==> src/rtl/fsk_rx_pkg.sv <==
// Shared types, default parameters and helpers for the FSK receive front end.
package fsk_rx_pkg;

   typedef enum logic [1:0] {
      HUNT = 2'd0,
      DATA = 2'd1,
      EMIT = 2'd2
   } rx_state_t;

   localparam int              SPB_DEF      = 16;
   localparam int              EDGE_THR_DEF = 3;
   localparam int              SYNC_W_DEF   = 4;
   localparam logic [3:0]      SYNC_DEF     = 4'b0110;
   localparam int              WORD_W_DEF   = 12;
   localparam int              MISS_MAX_DEF = 32;

   function automatic int clog2(input int value);
      int r;
      r = 0;
      for (int i = 0; i < 31; i++) begin
         if ((32'sd1 << i) < value) begin
            r = i + 1;
         end
      end
      return r;
   endfunction

endpackage

==> src/rtl/fsk_tone_slicer.sv <==
// Line synchroniser, rising-edge detector and per-window edge counter that
// slices each bit window of the FSK line into a mark/space decision.
module fsk_tone_slicer
   import fsk_rx_pkg::*;
#(
   parameter int SPB      = SPB_DEF,
   parameter int EDGE_THR = EDGE_THR_DEF
) (
   input  logic sysclk,
   input  logic reset,
   input  logic fsk_in,
   output logic bit_out,
   output logic bit_stb
);

   localparam int              PH_W    = clog2(SPB);
   localparam int              EC_W    = PH_W + 1;
   localparam logic [PH_W-1:0] PH_LAST = PH_W'(SPB - 1);
   localparam logic [EC_W-1:0] EC_MAX  = {EC_W{1'b1}};
   localparam logic [EC_W-1:0] EC_THR  = EC_W'(EDGE_THR);

   logic            r_sync1;
   logic            r_sync2;
   logic            r_prev;
   logic [PH_W-1:0] r_phase;
   logic [EC_W-1:0] r_edge_cnt;
   logic            r_bit_out;
   logic            r_bit_stb;

   logic            w_rise;
   logic            w_win_end;
   logic [EC_W-1:0] w_edges;

   // Edge count including a rise on the current cycle, so the closing cycle still counts.
   always_comb begin
      w_rise    = r_sync2 & ~r_prev;
      w_win_end = (r_phase == PH_LAST);
      if (w_rise && (r_edge_cnt != EC_MAX)) begin
         w_edges = r_edge_cnt + EC_W'(1);
      end else begin
         w_edges = r_edge_cnt;
      end
   end

   always_ff @(posedge sysclk or negedge reset) begin
      if (!reset) begin
         r_sync1 <= 1'b0;
         r_sync2 <= 1'b0;
         r_prev  <= 1'b0;
      end else begin
         r_sync1 <= fsk_in;
         r_sync2 <= r_sync1;
         r_prev  <= r_sync2;
      end
   end

   // Phase wraps naturally because SPB is a power of two.
   always_ff @(posedge sysclk or negedge reset) begin
      if (!reset) begin
         r_phase    <= {PH_W{1'b0}};
         r_edge_cnt <= {EC_W{1'b0}};
      end else begin
         r_phase <= r_phase + PH_W'(1);
         if (w_win_end) begin
            r_edge_cnt <= {EC_W{1'b0}};
         end else begin
            r_edge_cnt <= w_edges;
         end
      end
   end

   always_ff @(posedge sysclk or negedge reset) begin
      if (!reset) begin
         r_bit_out <= 1'b0;
         r_bit_stb <= 1'b0;
      end else begin
         r_bit_stb <= w_win_end;
         if (w_win_end) begin
            r_bit_out <= (w_edges >= EC_THR);
         end
      end
   end

   assign bit_out = r_bit_out;
   assign bit_stb = r_bit_stb;

endmodule

==> src/rtl/fsk_frame_rx.sv <==
// FSK receive front end: slices line bits, hunts for the sync word and
// hands each following codeword to the Hamming decoder with a valid pulse.
module fsk_frame_rx
   import fsk_rx_pkg::*;
#(
   parameter int               SPB      = SPB_DEF,
   parameter int               EDGE_THR = EDGE_THR_DEF,
   parameter int               SYNC_W   = SYNC_W_DEF,
   parameter logic [SYNC_W-1:0] SYNC    = SYNC_DEF,
   parameter int               WORD_W   = WORD_W_DEF,
   parameter int               MISS_MAX = MISS_MAX_DEF
) (
   input  logic              sysclk,
   input  logic              reset,
   input  logic              fsk_in,
   output logic [WORD_W-1:0] dataout,
   output logic              valid,
   output logic              locked,
   output logic              bit_out,
   output logic              bit_stb
);

   localparam int              BC_W      = clog2(WORD_W) + 1;
   localparam logic [BC_W-1:0] BC_LAST   = BC_W'(WORD_W - 1);
   localparam int              MC_W      = clog2(MISS_MAX) + 1;
   localparam logic [MC_W-1:0] MISS_SAT  = MC_W'(MISS_MAX);
   localparam logic [MC_W-1:0] MISS_LAST = MC_W'(MISS_MAX - 1);

   rx_state_t         r_state;
   rx_state_t         w_state_nxt;
   logic [SYNC_W-2:0] r_sync_sr;
   logic [WORD_W-2:0] r_word_sr;
   logic [BC_W-1:0]   r_bit_cnt;
   logic [MC_W-1:0]   r_miss_cnt;
   logic [WORD_W-1:0] r_dataout;
   logic              r_valid;
   logic              r_locked;

   logic              w_bit;
   logic              w_stb;
   logic [SYNC_W-1:0] w_sync_cat;
   logic              w_sync_hit;
   logic              w_miss;
   logic              w_emit;

   fsk_tone_slicer #(
      .SPB      (SPB),
      .EDGE_THR (EDGE_THR)
   ) u_slicer (
      .sysclk  (sysclk),
      .reset   (reset),
      .fsk_in  (fsk_in),
      .bit_out (w_bit),
      .bit_stb (w_stb)
   );

   always_ff @(posedge sysclk or negedge reset) begin
      if (!reset) begin
         r_state <= HUNT;
      end else begin
         r_state <= w_state_nxt;
      end
   end

   // Outputs are loaded on the transition into EMIT so valid is high during EMIT itself.
   always_comb begin
      w_state_nxt = r_state;
      w_sync_cat  = {r_sync_sr, w_bit};
      w_sync_hit  = 1'b0;
      w_miss      = 1'b0;
      w_emit      = 1'b0;
      case (r_state)
         HUNT: begin
            if (w_stb) begin
               if (w_sync_cat == SYNC) begin
                  w_sync_hit  = 1'b1;
                  w_state_nxt = DATA;
               end else begin
                  w_miss = 1'b1;
               end
            end else begin
               w_state_nxt = HUNT;
            end
         end
         DATA: begin
            if (w_stb && (r_bit_cnt == BC_LAST)) begin
               w_emit      = 1'b1;
               w_state_nxt = EMIT;
            end else begin
               w_state_nxt = DATA;
            end
         end
         EMIT: begin
            w_state_nxt = HUNT;
         end
         default: begin
            w_state_nxt = HUNT;
         end
      endcase
   end

   always_ff @(posedge sysclk or negedge reset) begin
      if (!reset) begin
         r_sync_sr  <= {(SYNC_W-1){1'b0}};
         r_word_sr  <= {(WORD_W-1){1'b0}};
         r_bit_cnt  <= {BC_W{1'b0}};
         r_miss_cnt <= {MC_W{1'b0}};
      end else begin
         if (r_state == EMIT) begin
            r_sync_sr <= {(SYNC_W-1){1'b0}};
         end else if ((r_state == HUNT) && w_stb) begin
            r_sync_sr <= w_sync_cat[SYNC_W-2:0];
         end
         if (w_sync_hit) begin
            r_bit_cnt <= {BC_W{1'b0}};
         end else if ((r_state == DATA) && w_stb) begin
            r_bit_cnt <= r_bit_cnt + BC_W'(1);
            r_word_sr <= {r_word_sr[WORD_W-3:0], w_bit};
         end
         if (w_sync_hit) begin
            r_miss_cnt <= {MC_W{1'b0}};
         end else if (w_miss && (r_miss_cnt != MISS_SAT)) begin
            r_miss_cnt <= r_miss_cnt + MC_W'(1);
         end
      end
   end

   always_ff @(posedge sysclk or negedge reset) begin
      if (!reset) begin
         r_dataout <= {WORD_W{1'b0}};
         r_valid   <= 1'b0;
         r_locked  <= 1'b0;
      end else begin
         r_valid <= w_emit;
         if (w_emit) begin
            r_dataout <= {r_word_sr, w_bit};
            r_locked  <= 1'b1;
         end else if (w_miss && (r_miss_cnt >= MISS_LAST)) begin
            r_locked <= 1'b0;
         end
      end
   end

   assign dataout = r_dataout;
   assign valid   = r_valid;
   assign locked  = r_locked;
   assign bit_out = w_bit;
   assign bit_stb = w_stb;

endmodule
==> config.mk <==
export PLATFORM = sky130hd
export DESIGN_NAME = fsk_frame_rx
export DESIGN_NICKNAME = d
export VERILOG_FILES = /design/src/rtl/fsk_rx_pkg.sv /design/src/rtl/fsk_tone_slicer.sv /design/src/rtl/fsk_frame_rx.sv
export SDC_FILE = /design/constraint.sdc
export NUM_CORES = 1
export LEC_CHECK = 0
export CELL_PAD_IN_SITES_DETAIL_PLACEMENT = 0
export CELL_PAD_IN_SITES_GLOBAL_PLACEMENT = 1
export CORE_UTILIZATION = 30
export CTS_CLUSTER_DIAMETER = 100
export DETAILED_ROUTE_END_ITERATION = 10
export PLACE_DENSITY = 0.6
export RECOVER_POWER = 25
export SLEW_MARGIN = 20
export SYNTH_ARGS = -nofsm -noshare
export SYNTH_HDL_FRONTEND = slang
export SYNTH_SLANG_ARGS = --single-unit
==> constraint.sdc <==
create_clock -name sysclk -period 6.03 [get_ports sysclk]
set_clock_uncertainty 0.15 [all_clocks]
set_input_delay 0.9045 -clock sysclk [delete_from_list [all_inputs] [get_ports sysclk]]
set_output_delay 0.9045 -clock sysclk [all_outputs]
set_load 0.05 [all_outputs]
==> qor.txt <==
outcome - complete, but fails checks
failing checks - max-capacitance violations, max-slew violations
slowest CP cell - clkbuf_1
Placed Cells - 300
FP Rows - 31
Vias/cell - 4.69
first-pass GRT wire length - 6910 um
post-DR wirelength/cell - 12.7 um
root buf cell - clkbuf_8
Worst IR Drop VDD - 0.109 mV
Worst-path clk slew - 0.10 ns
CTS Hold Buffers Added - 0
initial antenna violation count - 0
Total GRT Usage - 10.9%
Arr. time, crit path - 3.08 ns
Ports - 19
register area share after synthesis - 58.8%
post-synth cell types - 35
top sig layer - met4
Worst-Skew Late Latency - 0.30 ns
drt total wl - 3930 um
metal1 wirelength - 1900 um
area grow syn2layout - 15.3%
CP endpoint kind - asynchronous set/reset pin
reg2reg end - u_slicer.bit_out
Syn. warnings - 0
DR WL met2 - 1820 um
CP top delay family - buffers and inverters
die area - 8160 um^2
CTS sink cnt - 55
Antenna diodes - 0
# resized after CTS - 0
fin area - 2700 um^2
period utilization - 57.4%
Max stage delay on crit path - 2.07 ns
number of global-route vias before repair - 1398
critical path buffer and inverter count - 2
Fin Setup TNS - 0 ns
Die W - 90.4 um
final setup violation count - 0
met3 wire length - 141 um
placed inst area - 2620 um^2
Reg2Reg Setup Slack - 3.72 ns
commonest non-fill, non-tap cell in the layout - dfrtp_1
GRT overflow - 0
hpwl dp - 2560 um
max cap viols - 1
fin crit period - 3.46 ns
initial core utilization - 31.6%
die height - 90.4 um
DRT antenna net count - 0
layout cells sized above 1 - 15.8%
#FFs+latches synth - 55
htree depth - 2
port buffer count - 18
largest net degree at the start of global routing - 56
FF-to-FF path depth - 7
startpoint types - input pin
cell count after synthesis - 187
worst path cell trace - buf_2 -> clkbuf_1
nets@finish - 217
Critical Path Fanout Max - 55
endpoints failing hold - 0
Hold Path Sink - u_slicer.r_sync2
Pleak - 1.33 nW
Mapped Avg Cell Area - 12.5 um^2
clock buffers created by TritonCTS - 5
Synth Net Count - 196
RSZ-0062 raised after global routing - false
most frequent cells in the layout - dfrtp_1, mux2_2, clkdlybuf4s50_1
final slew viol count - 56
reg-to-reg startpoint - u_slicer.r_edge_cnt[0]
Worst Hold Class - flip-flop to flip-flop
number of remaining DRC errors - 0
worst-margin pin slew - 2.95 ns
max_slew headroom - -96.7%
CTS Buffer Depth - 2
Pwr per Cell Area - 260 nW/um^2
via count - 1443
post-CTS setup buffer count - 0
non-filler cells, final - 308
DR pass1 iterations - 4
DR iter-0 viols - 82
Hold Startpoint - u_slicer.r_sync1
post-synthesis cell area - 2340 um^2
WS Path Type - input pin to asynchronous set/reset pin
CTS tree - done
f_max - 0.289 GHz
Core ar. - 7410 um^2
WP data required - 5.66 ns
WHS Path Cells - 0
global placer's final weighted congestion - 0.704
[per-layer routing]
| metal | GRT usage, % | vias up |
|---|---|---|
| met5 | 0 | - |
| met4 | 4.44 | 0 |
| met3 | 3.37 | 4 |
| met2 | 17.2 | 22 |
| met1 | 14.0 | 723 |
| li1 | - | 694 |
[report_power, final]
group	leakage, nW	total [mW]	switching (mW)	internal (mW)
combinational	0.548	0.0841	0.0495	0.0346
sequential	0.736	0.419	0.0272	0.391
clock	0.0412	0.199	0.117	0.0815
total	1.33	0.701	0.194	0.508
[per-stage QoR]
step | hold WS (ns) | power (mW) | util (%) | setup WS (ns)
after floorplan | 0.181 | 0.481 | - | 3.82
after global placement | 0.192 | 0.512 | 35.4 | 3.68
after detailed placement | 0.202 | 0.513 | 35.4 | 3.69
after CTS | 0.226 | 0.720 | 36.5 | 3.33
after global routing | 0.233 | 0.747 | 36.5 | 1.82
final | 0.218 | 0.701 | 36.5 | 2.57
[sequential cells by signal, indices dropped and copies added, names as in the netlist]
name	flops
r_sync_sr	3
u_slicer.r_prev	1
valid	1
dataout	12
u_slicer.r_edge_cnt	5
r_miss_cnt	6
u_slicer.r_sync1	1
u_slicer.r_phase	4
u_slicer.r_sync2	1
r_word_sr	11
locked	1
u_slicer.bit_stb	1
r_bit_cnt	5
u_slicer.bit_out	1
r_state	2
[cell families (layout without fill, tap and decap cells)]
| kind of cell | count (synthesis) | after routing | share of synthesized area [%] |
|---|---|---|---|
| DFF | 55 | 55 | 58.8 |
| adders and majority gates | 6 | 6 | 3.21 |
| buffers and inverters | 14 | 36 | 2.67 |
| muxes | 27 | 27 | 13.9 |
| xor gates and xnor gates | 7 | 7 | 2.62 |
| AOI/OAI and AO/OA | 25 | 25 | 6.30 |
| and+or+nand+nor | 53 | 53 | 12.6 |
[final cells by class]
cell class | instances | area, um^2
tap | 99 | 124
multi-input combinational | 118 | 903
timing repair buffer | 19 | 179
sequential | 55 | 1380
inverter | 9 | 33.8
fill | 736 | 4710
clock buffer | 6 | 72.6
clock inverter | 2 | 12.5
[how the worst max path moves through the flow]
stage	start	to	cells past startpoint
after floorplan	u_slicer.bit_stb	dataout[10]	5
after CTS	u_slicer.bit_stb	bit_stb	1
after detailed placement	u_slicer.bit_stb	bit_stb	1
after global placement	u_slicer.bit_out	bit_out	1
after global routing	reset	u_slicer.r_edge_cnt[1]	2
final	reset	u_slicer.r_edge_cnt[1]	2
[cell usage after synthesis]
| cell type | instances | share of area (%) |
|---|---|---|
| xor2_1 | 4 | 1.5 |
| mux2_2 | 16 | 7.7 |
| xnor2_1 | 3 | 1.1 |
| ha_1 | 6 | 3.2 |
| nor2b_1 | 4 | 1.1 |
| nor2_1 | 11 | 1.8 |
| nor4bb_1 | 1 | 0.43 |
| buf_2 | 2 | 0.43 |
| nand2b_1 | 3 | 0.80 |
| a21oi_1 | 5 | 1.1 |
| or4_1 | 1 | 0.32 |
| o2111ai_1 | 1 | 0.37 |
| dfrtp_1 | 55 | 59 |
| and2b_1 | 1 | 0.32 |
| nor3_1 | 2 | 0.43 |
| mux2i_1 | 4 | 1.7 |
| and3_1 | 3 | 0.80 |
| o211ai_1 | 3 | 0.96 |
| clkbuf_1 | 2 | 0.32 |
| or3_1 | 2 | 0.53 |
| nand4bb_1 | 1 | 0.48 |
| o31ai_1 | 2 | 0.64 |
| nand3_1 | 8 | 1.7 |
| nand4_1 | 2 | 0.53 |
| nand2_1 | 9 | 1.4 |
| and2_1 | 2 | 0.53 |
| a31oi_1 | 1 | 0.27 |
| o22ai_1 | 1 | 0.27 |
| mux2_4 | 7 | 4.5 |
| o21ai_0 | 11 | 2.4 |
| buf_6 | 1 | 0.48 |
| nand3b_1 | 1 | 0.32 |
| inv_1 | 9 | 1.4 |
| a211o_1 | 1 | 0.37 |
| nor3b_2 | 2 | 1.1 |
(Power assumes the default switching activity.)
